## src/rtl/scoreboard_rob.sv

```systemverilog
// rtl/scoreboard_rob.sv - in-order issue, out-of-order writeback, in-order multi-commit scoreboard
// Entries live in a circular buffer; head is the oldest entry and tail is the next free slot.
package scoreboard_rob_pkg;
  typedef struct packed {
    logic [31:0] pc;
    logic [7:0]  op;
    logic [4:0]  rd;
    logic [4:0]  rs1;
    logic [4:0]  rs2;
    logic [7:0]  idx;
    logic [31:0] result;
  } decoder_t;
endpackage

module scoreboard_rob
  import scoreboard_rob_pkg::*;
#(
  parameter int Depth       = 4,
  parameter int WbPorts     = 2,
  parameter int CommitPorts = 1,
  localparam int Idx        = $clog2(Depth)
) (
  input  logic                             clk_i,
  input  logic                             rst_ni,
  input  logic                             flush_i,
  input  logic                             issue_valid_i,
  input  decoder_t                         issue_instr_i,
  output logic                             issue_ready_o,
  output logic [Idx-1:0]                   issue_idx_o,
  input  logic [WbPorts-1:0]               wb_valid_i,
  input  logic [WbPorts-1:0][Idx-1:0]      wb_idx_i,
  input  logic [WbPorts-1:0][31:0]         wb_data_i,
  output logic [CommitPorts-1:0]           commit_valid_o,
  output decoder_t [CommitPorts-1:0]       commit_instr_o,
  input  logic [CommitPorts-1:0]           commit_ack_i,
  input  logic [4:0]                       rs1_i,
  input  logic [4:0]                       rs2_i,
  output logic                             rs1_busy_o,
  output logic                             rs2_busy_o,
  output logic                             rs1_fwd_valid_o,
  output logic                             rs2_fwd_valid_o,
  output logic [31:0]                      rs1_fwd_data_o,
  output logic [31:0]                      rs2_fwd_data_o
);

  logic [Depth-1:0] occupied;
  logic [Depth-1:0] done;
  decoder_t         entries [Depth];
  logic [Idx-1:0]   head;
  logic [Idx-1:0]   tail;
  logic [Idx:0]     count;
  logic [Idx:0]     retire_n;
  logic [Idx-1:0]   commit_slot [CommitPorts];
  logic             issue_fire;
  logic             prefix;
  logic             run;
  decoder_t         issue_entry;

  assign issue_ready_o = (count != (Idx+1)'(Depth)) && !flush_i;
  assign issue_idx_o   = tail;
  assign issue_fire    = issue_valid_i && issue_ready_o;

  always_comb begin
    issue_entry        = issue_instr_i;
    issue_entry.idx    = 8'(tail);
    issue_entry.result = '0;
  end

  // Commit ports expose a contiguous completed prefix; acks only count up to the first gap.
  always_comb begin
    retire_n = '0;
    prefix   = 1'b1;
    run      = 1'b1;
    for (int i = 0; i < CommitPorts; i++) begin
      commit_slot[i]    = head + Idx'(i);
      commit_valid_o[i] = prefix && !flush_i && occupied[commit_slot[i]] && done[commit_slot[i]];
      commit_instr_o[i] = entries[commit_slot[i]];
      prefix            = commit_valid_o[i];
      if (run && commit_ack_i[i] && commit_valid_o[i]) retire_n = retire_n + (Idx+1)'(1);
      else run = 1'b0;
    end
  end

  // Scanning oldest to youngest leaves the youngest matching producer selected.
  function automatic logic [33:0] lookup(input logic [4:0] rs);
    logic           hit;
    logic           fwd;
    logic [Idx-1:0] slot;
    logic [Idx-1:0] match;
    logic [31:0]    data;
    hit   = 1'b0;
    fwd   = 1'b0;
    match = '0;
    data  = '0;
    for (int k = 0; k < Depth; k++) begin
      slot = head + Idx'(k);
      if (occupied[slot] && entries[slot].rd == rs && rs != 5'd0) begin
        hit   = 1'b1;
        match = slot;
      end
    end
    if (hit && done[match]) begin
      fwd  = 1'b1;
      data = entries[match].result;
    end else if (hit) begin
      for (int p = 0; p < WbPorts; p++) begin
        if (wb_valid_i[p] && wb_idx_i[p] == match) begin
          fwd  = 1'b1;
          data = wb_data_i[p];
        end
      end
    end
    return {hit && !fwd, fwd, data};
  endfunction

  assign {rs1_busy_o, rs1_fwd_valid_o, rs1_fwd_data_o} = lookup(rs1_i);
  assign {rs2_busy_o, rs2_fwd_valid_o, rs2_fwd_data_o} = lookup(rs2_i);

  always_ff @(posedge clk_i or negedge rst_ni) begin
    if (!rst_ni) begin
      occupied <= '0;
      done     <= '0;
      head     <= '0;
      tail     <= '0;
      count    <= '0;
      for (int k = 0; k < Depth; k++) entries[k] <= '0;
    end else if (flush_i) begin
      occupied <= '0;
      done     <= '0;
      head     <= '0;
      tail     <= '0;
      count    <= '0;
    end else begin
      for (int p = 0; p < WbPorts; p++) begin
        if (wb_valid_i[p] && occupied[wb_idx_i[p]]) begin
          done[wb_idx_i[p]]           <= 1'b1;
          entries[wb_idx_i[p]].result <= wb_data_i[p];
        end
      end
      for (int i = 0; i < CommitPorts; i++) begin
        if ((Idx+1)'(i) < retire_n) begin
          occupied[commit_slot[i]] <= 1'b0;
          done[commit_slot[i]]     <= 1'b0;
        end
      end
      if (issue_fire) begin
        entries[tail]  <= issue_entry;
        occupied[tail] <= 1'b1;
        done[tail]     <= 1'b0;
      end
      head  <= head + retire_n[Idx-1:0];
      tail  <= tail + Idx'(issue_fire);
      count <= count + (Idx+1)'(issue_fire) - retire_n;
    end
  end

endmodule

```

## config.mk

```make
export PLATFORM = sky130hd
export DESIGN_NAME = scoreboard_rob
export DESIGN_NICKNAME = d
export VERILOG_FILES = /design/src/rtl/scoreboard_rob.sv
export SDC_FILE = /design/constraint.sdc
export NUM_CORES = 1
export LEC_CHECK = 0
export BUFFER_PORTS_ARGS = -buffer_cell sky130_fd_sc_hd__buf_2
export CAP_MARGIN = 0
export CORE_UTILIZATION = 25
export DETAILED_ROUTE_END_ITERATION = 10
export PLACE_DENSITY = 0.48
export SLEW_MARGIN = 20
export SYNTH_ARGS = -nofsm -noshare
export SYNTH_HDL_FRONTEND = slang
export SYNTH_SLANG_ARGS = --single-unit
```

## constraint.sdc

```tcl
create_clock -name clk_i -period 6.1 [get_ports clk_i]
set_input_delay 0.305 -clock clk_i [delete_from_list [all_inputs] [get_ports clk_i]]
set_output_delay 0.305 -clock clk_i [all_outputs]
set_load 0.005 [all_outputs]
```

# Word level (Yosys, flattened, before mapping)
# Cells that the tools add are included.
# totals
in_bits	180
out_inout_bits	167
word_cells	245
ff_bits	395
# classes
muxes	106
bitwise_logic	17
n_lt_le_gt_ge	26
reduce_logical	43
n_addsub	7
eq_ne	13
# ops
cell	count
$mux W380	5
$bmux W95 S2	6
$bwmux W380	3
$demux W95 S2	3
$mux W32	14
$mux W55	6
$mux W95	3
$mux W4	12
$eq A5 B5 Y1	8
$logic_and A1 B1 Y1	38
$mux W1	30
$ge A3 B3 Y1 const B	9
$lt A2 B3 Y1 const B	9
$not A2 Y3	9
$mux W2	10
$bmux W1 S2	9
$and A4 B4 Y4	3
$or A4 B4 Y4	3
$reduce_bool A5 Y1	2
$lt A3 B1 Y1 const B	3
$demux W1 S2	4
$eq A2 B2 Y1	4
$ge A2 B1 Y1 const B	4
$not A4 Y4	2
other kinds (10)	13

# Depth between registers and ports, before layout
# Gate-level depths: netlist (run 1).
# depth
word_depth	19
depth_mapped	23
mapped_depth_nobuf	12

# Least setup slack after synthesis (run 1)
# Ideal clock, no wire load.
# synth_timing
path_kind	reg2out
start	register head[0]
end	output rs2_fwd_data_o[21]
slack_ns	0.294
arrival_time_ns	5.501
stages_incl_launch_ff	22
t_required_ns	5.795
path_buffers	9
cell_sequence	dfrtp_1 buf_6 buf_2 buf_4 inv_2 clkbuf_1 clkbuf_1 ha_1 clkbuf_1 buf_2 mux4_2 xor2_1 nor4_1 and2_1 a21oi_1 mux2i_1 o221ai_1 a21oi_1 buf_2 buf_1 a221oi_2 a211oi_1
# synth_between
elab_chain_cells	17
elab_cells_between_ends	62
cone_classes	add/sub: 3; eq/ne: 6; mux: 37; bitwise: 5; reduce/logical: 11
# synth_rtl
item	line	rtl
start: declaration	49	logic [Idx-1:0] head;
start signal: assignment	151	head <= head + retire_n[Idx-1:0];
$add A2 B1 Y2 / $not A2 Y3 (equally long branches)	96, 97	
$not A2 Y3 (not written as such) / $bmux W95 S2 (equally long branches)	97	if (occupied[slot] && entries[slot].rd == rs && rs != 5'd0) begin
$bmux W95 S2 / $mux W95 (equally long branches)	97	
$mux W55 (not written as such) / $mux W95 (equally long branches)	97	
$mux W55 (not written as such) / $eq A5 B5 Y1 (equally long branches)	97	
$eq A5 B5 Y1 / $logic_and A1 B1 Y1 (equally long branches)	97	
$logic_and A1 B1 Y1	97	
$logic_and A1 B1 Y1 / $mux W2 (equally long branches)	97	
$mux W2 (3 in series)	97	
$eq A2 B2 Y1	107	if (wb_valid_i[p] && wb_idx_i[p] == match) begin
$logic_and A1 B1 Y1	107	
$mux W32 (2 in series)	107	
$mux W32	105	end else if (hit) begin
$mux W32 *	102	if (hit && done[match]) begin
end: declaration	43	output logic [31:0] rs2_fwd_data_o
# Every way passes the cells marked *; elsewhere a longest branch is shown, timed or not. The select of a mux whose other input is x is not followed.

# Worst setup path after layout (run 1)
# layout_timing
start	register head[0]
end	output rs2_fwd_data_o[30]
# Same word-level chain as after synthesis.

==> metrics.md, run 1 <==
| Metric | Value |
|---|---|
| Crit path max fanout | `20` |
| Final Hold Fails | `0` |
| Setup CP Type | `reg -> out` |
| Initial Util | `0.254` |
| Fin Setup TNS | `0 ns` |
| Final instance area | `0.0309 sq mm` |
| Grt total ovfl | `0` |
| Worst flop-to-flop path endpoint | `count[2]` |
| Die W | `321 microns` |
| Worst slew pin tran | `1.12 ns` |
| Root Buffer | `clkbuf_16` |
| Post-synthesis cell count | `2480` |
| Worst reg-to-reg setup slack | `2.40 ns` |
| P per Cell Area | `272 mW/mm^2` |
| Max_slew headroom | `0.254` |
| Gr usage total | `0.183` |
| Slew Limit Fails | `0` |
| Clock buffer depth | `3` |
| Clock share of power | `0.400` |
| Critical R2R Launch | `head[0]` |
| Mapped Avg Cell Area | `10.3 sq um` |
| Layout cells sized above 1 | `0.321` |
| Cell with the most instances after synthesis | `dfrtp_1` |
| CP max stage cell | `mux4_2` |
| Top delay family on crit path | `simple AND/OR/NAND/NOR gates` |
| Critical hold path startpoint | `wb_data_i[53]` |
| Commonest cells post-synth | `370 x dfrtp_1, 317 x nand2_1, 256 x mux2_2` |
| Number of cells on the critical path | `15` |
| Async set-reset flop share out of synthesis | `1.00` |
| Comb power frac | `0.206` |
| Core area | `0.100 sq mm` |
| Worst path arrival time | `5.49 ns` |
| CP Capture Type | `output pin` |
| First DRT Iteration DRCs | `1750` |
| Synth area leaders | `dfrtp_1 36%, mux2_2 11%, mux2i_1 9.6%, mux4_2 9.2%, nand2_1 4.7%` |
| CP required | `5.79 ns` |
| Critical path's most frequent cell | `buf_4` |
| WHS Endpoint | `entries[306]` |
| Setup slack after placement | `0.400 ns` |
| Nets | `2891` |
| Fillers | `10500` |
| Primary FF master, synth | `dfrtp_1` |
| Worst IR Drop VDD | `0.206 mV` |
| Ports | `347` |
| Fmax | `173 MHz` |
| DRC viols | `0` |
| Final ANT Viol Nets | `0` |
| GPL Wtd Cong | `0.794` |
| Mapped Area | `0.0255 sq mm` |
| Startpoint types | `register` |
| Yosys warns | `0` |
| Row count | `116` |
| # Max-Cap Violations | `0` |
| Cell Int Power | `5970 uW` |
| DR vias | `21700` |
| HPWL after detailed placement | `57400 microns` |
| Via/cell ratio | `5.28` |
| Placed cell area | `0.0283 sq mm` |
| Antenna violations before repair | `16` |
| Tmin final | `5.80 ns` |
| Top cell type's share of synthesized area | `0.364` |
| Net Sw Power | `2420 uW` |
| Flop pwr share | `0.394` |
| Vias in the first global route | `21000` |
| R2R cell count | `12` |
| Crit path cell chain | `buf_8 > mux4_2 > xor2_1 > or4_4 > or2_2 > a31o_1 > or3_2 > xor2_1 > nor4_4 > buf_4 > buf_4 > a221oi_2 > a211oi_1 > buf_4 > buf_2` |
| DR WL/cell | `23.3 microns` |
| Clock latency on the worst-skew pair | `0.64 ns` |
| CTS tree | `built` |
| Detailed Route WL | `95700 microns` |
| Sw Share | `0.288` |
| Status | `complete, no violations` |
| Sequential element share of the synthesized area | `0.364` |
| Vert. Die Dim | `321 microns` |
| Drt pass-1 iters | `5` |
| Leakage dissipation | `0.0132 uW` |
| #FFs+latches synth | `370` |
| WHS Path Cells | `3` |
| CP max stage delay | `0.58 ns` |
| WP buf/inv | `5` |
| Die Area | `0.103 sq mm` |
| Clock skew | `0.0391 ns` |
| Unrepaired setup endpoints after global routing | `false` |
| # setup viols final | `0` |
| Layout area overhead | `21.4%` |
| Port bufs | `300` |
| Yosys top cell by area | `dfrtp_1` |
| # H-tree levels | `2` |
| Total CTS buffers | `50` |
| Global-route wire length before repair | `143000 microns` |
| Clock transition at path regs | `0.06 ns` |
| Worst min-delay path class | `in -> reg` |
| Largest net degree at the start of global routing | `126` |
| Clock sink count | `370` |
| EDFF count, synth | `0` |
| Worst Setup Slack, final | `0.305 ns` |
| Tcrit/Tclk final | `0.950` |
| Library cells used by synthesis | `64` |
==> worst max-delay path by stage <==
stage               slack, ns                  to     from
floorplan                0.29  rs2_fwd_data_o[21]  head[0]
global placement         0.44  rs1_fwd_data_o[27]  head[0]
detailed placement       0.40   rs2_fwd_data_o[2]  head[0]
CTS                     0.005  rs2_fwd_data_o[30]  head[0]
global route             0.03  rs2_fwd_data_o[17]  head[0]
finish                   0.30  rs2_fwd_data_o[30]  head[0]
==> per-layer routing <==
layer,GRT usage,share of wire,up-vias
met5,0,0.0010,-
met2,0.291,0.46,728
met3,0.0514,0.078,144
met4,0.0498,0.024,14
met1,0.242,0.44,11000
li1,-,-,9796
==> through the flow <==
step,hold WS (ns),total power (uW),utilization,std cells
after floorplan,0.00941,4390,-,2485
after global placement,0.377,5010,0.282,3943
after detailed placement,0.379,5050,0.282,3943
after CTS,0.00548,8520,0.307,4099
after global routing,0.0230,8850,0.308,4101
final,0.0556,8390,0.308,4106
==> repair_timing <==
action / CTS / global route
setup endpoints to repair: 65 / 61
gates resized for setup: 5 / 6
pin swaps: 2 / 1
hold endpoints to repair: 302 / 0
hold buffers: 57 / 0
setup buffers: 7 / 0
==> power groups by stage <==
| stage | clock (uW) | combinational, uW | sequential, uW |
|---|---|---|---|
| after floorplan | 0 | 1170 | 3220 |
| after global placement | 0 | 1680 | 3330 |
| after detailed placement | 0 | 1700 | 3340 |
| after CTS | 3470 | 1750 | 3310 |
| after global routing | 3560 | 1900 | 3390 |
| final | 3360 | 1730 | 3310 |
==> state kept, by name, summed over array words and instances (netlist names) <==
name         flops
entries        355
done             4
occupied         4
count            3
head             2
issue_idx_o      2
==> area by class of cell <==
cell class                      count  area (sq um)  share of cell area
Clock inverter                     21           389              0.0126
Tap cell                         1357          1700              0.0549
Timing Repair Buffer              422          2740              0.0886
Antenna cell                        7          17.5            0.000567
Inverter                           14          52.6             0.00170
Sequential cell                   370          9270               0.300
Clock buffer                       71          1490              0.0482
Multi-Input combinational cell   1844         15200               0.493
==> worst register-to-register path: stages (launching register included) <==
cell and delay [ns]:
dfrtp_4 0.53, buf_6 0.41, mux4_2 0.64, nand2_1 0.18, nor2_1 0.08, and2_1 0.34
ha_1 0.35, inv_1 0.04, ha_1 0.18, fa_1 0.40, xnor2_1 0.20, xnor2_1 0.14
nor2_1 0.05
==> cells by family (layout without fill, tap and decap cells) <==
group / count (synthesis) / after routing / share of synthesized area
muxes: 610 / 610 / 0.307
buffers and inverters: 271 / 528 / 0.0442
xor gates and xnor gates: 47 / 47 / 0.0162
AOI/OAI and AO/OA: 579 / 579 / 0.162
DFF: 370 / 370 / 0.364
and+or+nand+nor: 593 / 593 / 0.102
adders and majority gates: 9 / 9 / 0.00472
other: 1 / 13 / 0.000147
==> cells in the final DEF (no fill, tap or decap), types with 10 or more instances in the layout <==
cell and instances:
buf_4 50, dlygate4sd3_1 57, and4_1 16, buf_2 298, buf_12 11, xnor2_1 32, mux4_2 104, nor3_1 12
nor2b_1 10, a211oi_1 26, clkbuf_8 17, dfrtp_1 368, a21oi_1 56, o22ai_1 10, inv_1 13, clkbuf_16 50
nor2_1 121, o2bb2ai_1 32, a31oi_1 46, o21ai_0 144, nand3_1 60, xor2_1 15, o31ai_1 84, o221ai_1 43
o211ai_1 72, mux2_2 256, a221oi_2 30, mux2i_1 244, nand2_1 315
No activity file was read; power rests on OpenSTA's default activity.
==> inputs of run 2 (changes only) <==
--- a/config.mk
+++ b/config.mk
@@ -7,9 +7,11 @@
 export LEC_CHECK = 0
 export BUFFER_PORTS_ARGS = -buffer_cell sky130_fd_sc_hd__buf_2
 export CAP_MARGIN = 0
+export CELL_PAD_IN_SITES_DETAIL_PLACEMENT = 1
+export CELL_PAD_IN_SITES_GLOBAL_PLACEMENT = 2
 export CORE_UTILIZATION = 25
 export DETAILED_ROUTE_END_ITERATION = 10
-export PLACE_DENSITY = 0.48
+export PLACE_DENSITY = 0.65
 export SLEW_MARGIN = 20
 export SYNTH_ARGS = -nofsm -noshare
 export SYNTH_HDL_FRONTEND = slang
==> metrics.md, run 2 (same netlist as run 1, synthesis figures left out) <==
| Metric | Value |
|---|---|
| Status | `complete, no violations` |
| Commonest cells after routing, fill and taps aside | `368 x dfrtp_1, 316 x nand2_1, 298 x buf_2` |
| Global-route wire length before repair | `157000 microns (+9.6%)` |
| Layout area overhead | `19.9%` |
| Setup CP Type | `reg -> out` |
| CP Capture Type | `output pin` |
| Clock sink count | `370 (unchanged)` |
| Vias in the first global route | `24000 (+14%)` |
| Root Buffer | `clkbuf_16` |
| GPL Wtd Cong | `0.828 (+4.4%)` |
| Largest Register | `entries` |
| Nets | `2884 (-0.24%)` |
| R2R cell count | `13 (+1)` |
| Clock skew | `0.0364 ns (-0.00276 ns)` |
| Final ANT Viol Nets | `0 (unchanged)` |
| Vert. Die Dim | `321 microns (unchanged)` |
| Worst reg-to-reg setup slack | `1.83 ns (-0.57 ns)` |
| Final core occ | `0.304 (-0.00361)` |
| Crit path max fanout | `33 (+65%)` |
| WHS Endpoint | `entries[303]` |
| DRC viols | `0 (unchanged)` |
| Detailed Route WL | `104000 microns (+8.6%)` |
| Row count | `116 (unchanged)` |
| Antenna violations before repair | `15 (-1)` |
| Fin Setup TNS | `0 ns (unchanged)` |
| Port bufs | `300 (unchanged)` |
| Final Hold Fails | `0 (unchanged)` |
| Worst slew pin tran | `1.13 ns (+0.0116 ns)` |
| Tcrit/Tclk final | `0.961 (+0.0114)` |
| Top delay family on crit path | `compound AO/OA/AOI/OAI gates` |
| Crit path cell chain | `inv_1 > ha_2 > buf_4 > mux4_1 > o21ai_0 > or4_4 > or2_2 > a31o_1 > or4_4 > a2111oi_4 > buf_12 > a221oi_2 > a211oi_1 > buf_2` |
| Largest net degree at the start of global routing | `148 (+17%)` |
| CP max stage cell | `or4_4` |
| Fmax | `171 MHz (-1.2%)` |
| Critical R2R Launch | `head[0]` |
| Max reg flops | `355 (unchanged)` |
| Max_slew headroom | `0.248 (-0.00548)` |
| Gr usage total | `0.200 (+0.0166)` |
| DR WL/cell | `25.5 microns (+9.2%)` |
| Postcts setup bufs | `0 (-7)` |
| Slew Limit Fails | `0 (unchanged)` |
| Core area | `0.100 sq mm (unchanged)` |
| Ports | `347 (unchanged)` |
| Clock transition at path regs | `0.06 ns (about the same)` |
| Worst path arrival time | `5.56 ns (+0.07 ns)` |
| Final instance area | `0.0305 sq mm (-1.2%)` |
| CTS tree | `built` |
| Via/cell ratio | `5.47 (+3.5%)` |
| HPWL after detailed placement | `64600 microns (+13%)` |
| DR vias | `22300 (+3.0%)` |
| Worst Setup Slack, final | `0.235 ns (-0.0698 ns)` |
| First DRT Iteration DRCs | `1429 (-18%)` |
| WP buf/inv | `4 (-1)` |
| # H-tree levels | `2 (unchanged)` |
| P per Cell Area | `261 mW/mm^2 (-3.9%)` |
| Fin Hold WS | `0.0803 ns (+0.0247 ns)` |
| Total CTS buffers | `50 (unchanged)` |
| Worst min-delay path class | `in -> reg` |
| WHS Path Cells | `3 (unchanged)` |
| Drt pass-1 iters | `5 (unchanged)` |
| Leakage dissipation | `0.0130 uW (-1.4%)` |
| Worst flop-to-flop path endpoint | `count[2]` |
| CP max stage delay | `0.58 ns (about the same)` |
| Biggest regs | `entries: 355 flops, done: 4 flops, occupied: 4 flops` |
| Critical path's most frequent cell | `or4_4` |
| Tmin final | `5.87 ns (+0.0698 ns)` |
| Setup slack after placement | `0.114 ns (-0.286 ns)` |
| Worst IR Drop VDD | `0.245 mV (+19%)` |
| Clock buffer depth | `3 (unchanged)` |
| Die W | `321 microns (unchanged)` |
| Startpoint types | `register` |
| Placed cell area | `0.0283 sq mm (-0.13%)` |
| CP required | `5.79 ns (about the same)` |
| # Max-Cap Violations | `0 (unchanged)` |
| Die Area | `0.103 sq mm (unchanged)` |
| # setup viols final | `0 (unchanged)` |
| Commonest non-fill, non-tap cell in the layout | `dfrtp_1` |
| Clock latency on the worst-skew pair | `0.62 ns (-0.02 ns)` |
| Critical hold path startpoint | `wb_data_i[50]` |
| Grt total ovfl | `0 (unchanged)` |
| Initial Util | `0.254 (unchanged)` |
| Layout cells sized above 1 | `0.316 (-0.00484)` |
==> run 2: how the worst max path moves through the flow <==
stage,to,startpoint,cells past startpoint,slack (ns)
floorplan,rs2_fwd_data_o[21],head[0],21,0.29
global placement,rs2_fwd_data_o[27],head[1],16,0.24
detailed placement,rs2_fwd_data_o[27],head[1],14,0.11
CTS,rs1_fwd_data_o[2],head[0],14,0.01
global route,rs2_fwd_data_o[15],head[1],15,-0.002
finish,rs2_fwd_data_o[7],head[1],14,0.23
==> run 2: layout make-up <==
cell class | instances | area (sq um)
well taps | 1357 | 1700
fillers | 11300 | 69900
repair buffers | 415 | 2680
clock buffers | 72 | 1460
clock inverters | 12 | 113
diodes | 2 | 5.00
inverters | 14 | 52.6
multi-input cells | 1844 | 15300
flip-flops and latches | 370 | 9270
==> run 2: stage by stage <==
| step | total power (uW) | cells |
|---|---|---|
| 2_1_floorplan | 4390 | 2485 |
| 3_3_place_gp | 4960 | 3944 |
| 3_5_place_dp | 5110 | 3944 |
| 4_1_cts | 8090 | 4084 |
| 5_1_grt | 8420 | 4084 |
| 6_report | 7970 | 4086 |
==> run 2: where the power goes <==
| part | internal (uW) | switching (uW) | total, uW |
|---|---|---|---|
| combinational | 945 | 832 | 1780 |
| sequential | 2940 | 395 | 3330 |
| clock | 1650 | 1210 | 2860 |
==> run 2: timing repair <==
action,CTS,global route
hold endpoints to repair,280,0
setup endpoints to repair,60,56
resized for setup,14,16
pin swaps,0,0
hold buffers,56,0
==> run 2: worst register-to-register path, stage by stage (launching register included) <==
cell and delay (ns):
dfrtp_4 0.41, buf_6 0.28, buf_4 0.73, mux4_2 0.65
nand2_1 0.18, nor2_1 0.08, and2_1 0.34, ha_1 0.35
inv_1 0.04, ha_1 0.18, fa_1 0.41, xnor2_1 0.26
xnor2_1 0.17, nor2_1 0.06
==> run 2: layer usage <==
| metal | GRT usage | routed length (microns) | vias up |
|---|---|---|---|
| met5 | 0 | 50 | - |
| met4 | 0.0656 | 3050 | 8 |
| met3 | 0.0528 | 7780 | 210 |
| met2 | 0.331 | 49200 | 719 |
| met1 | 0.250 | 43900 | 11600 |
| li1 | - | - | 9773 |
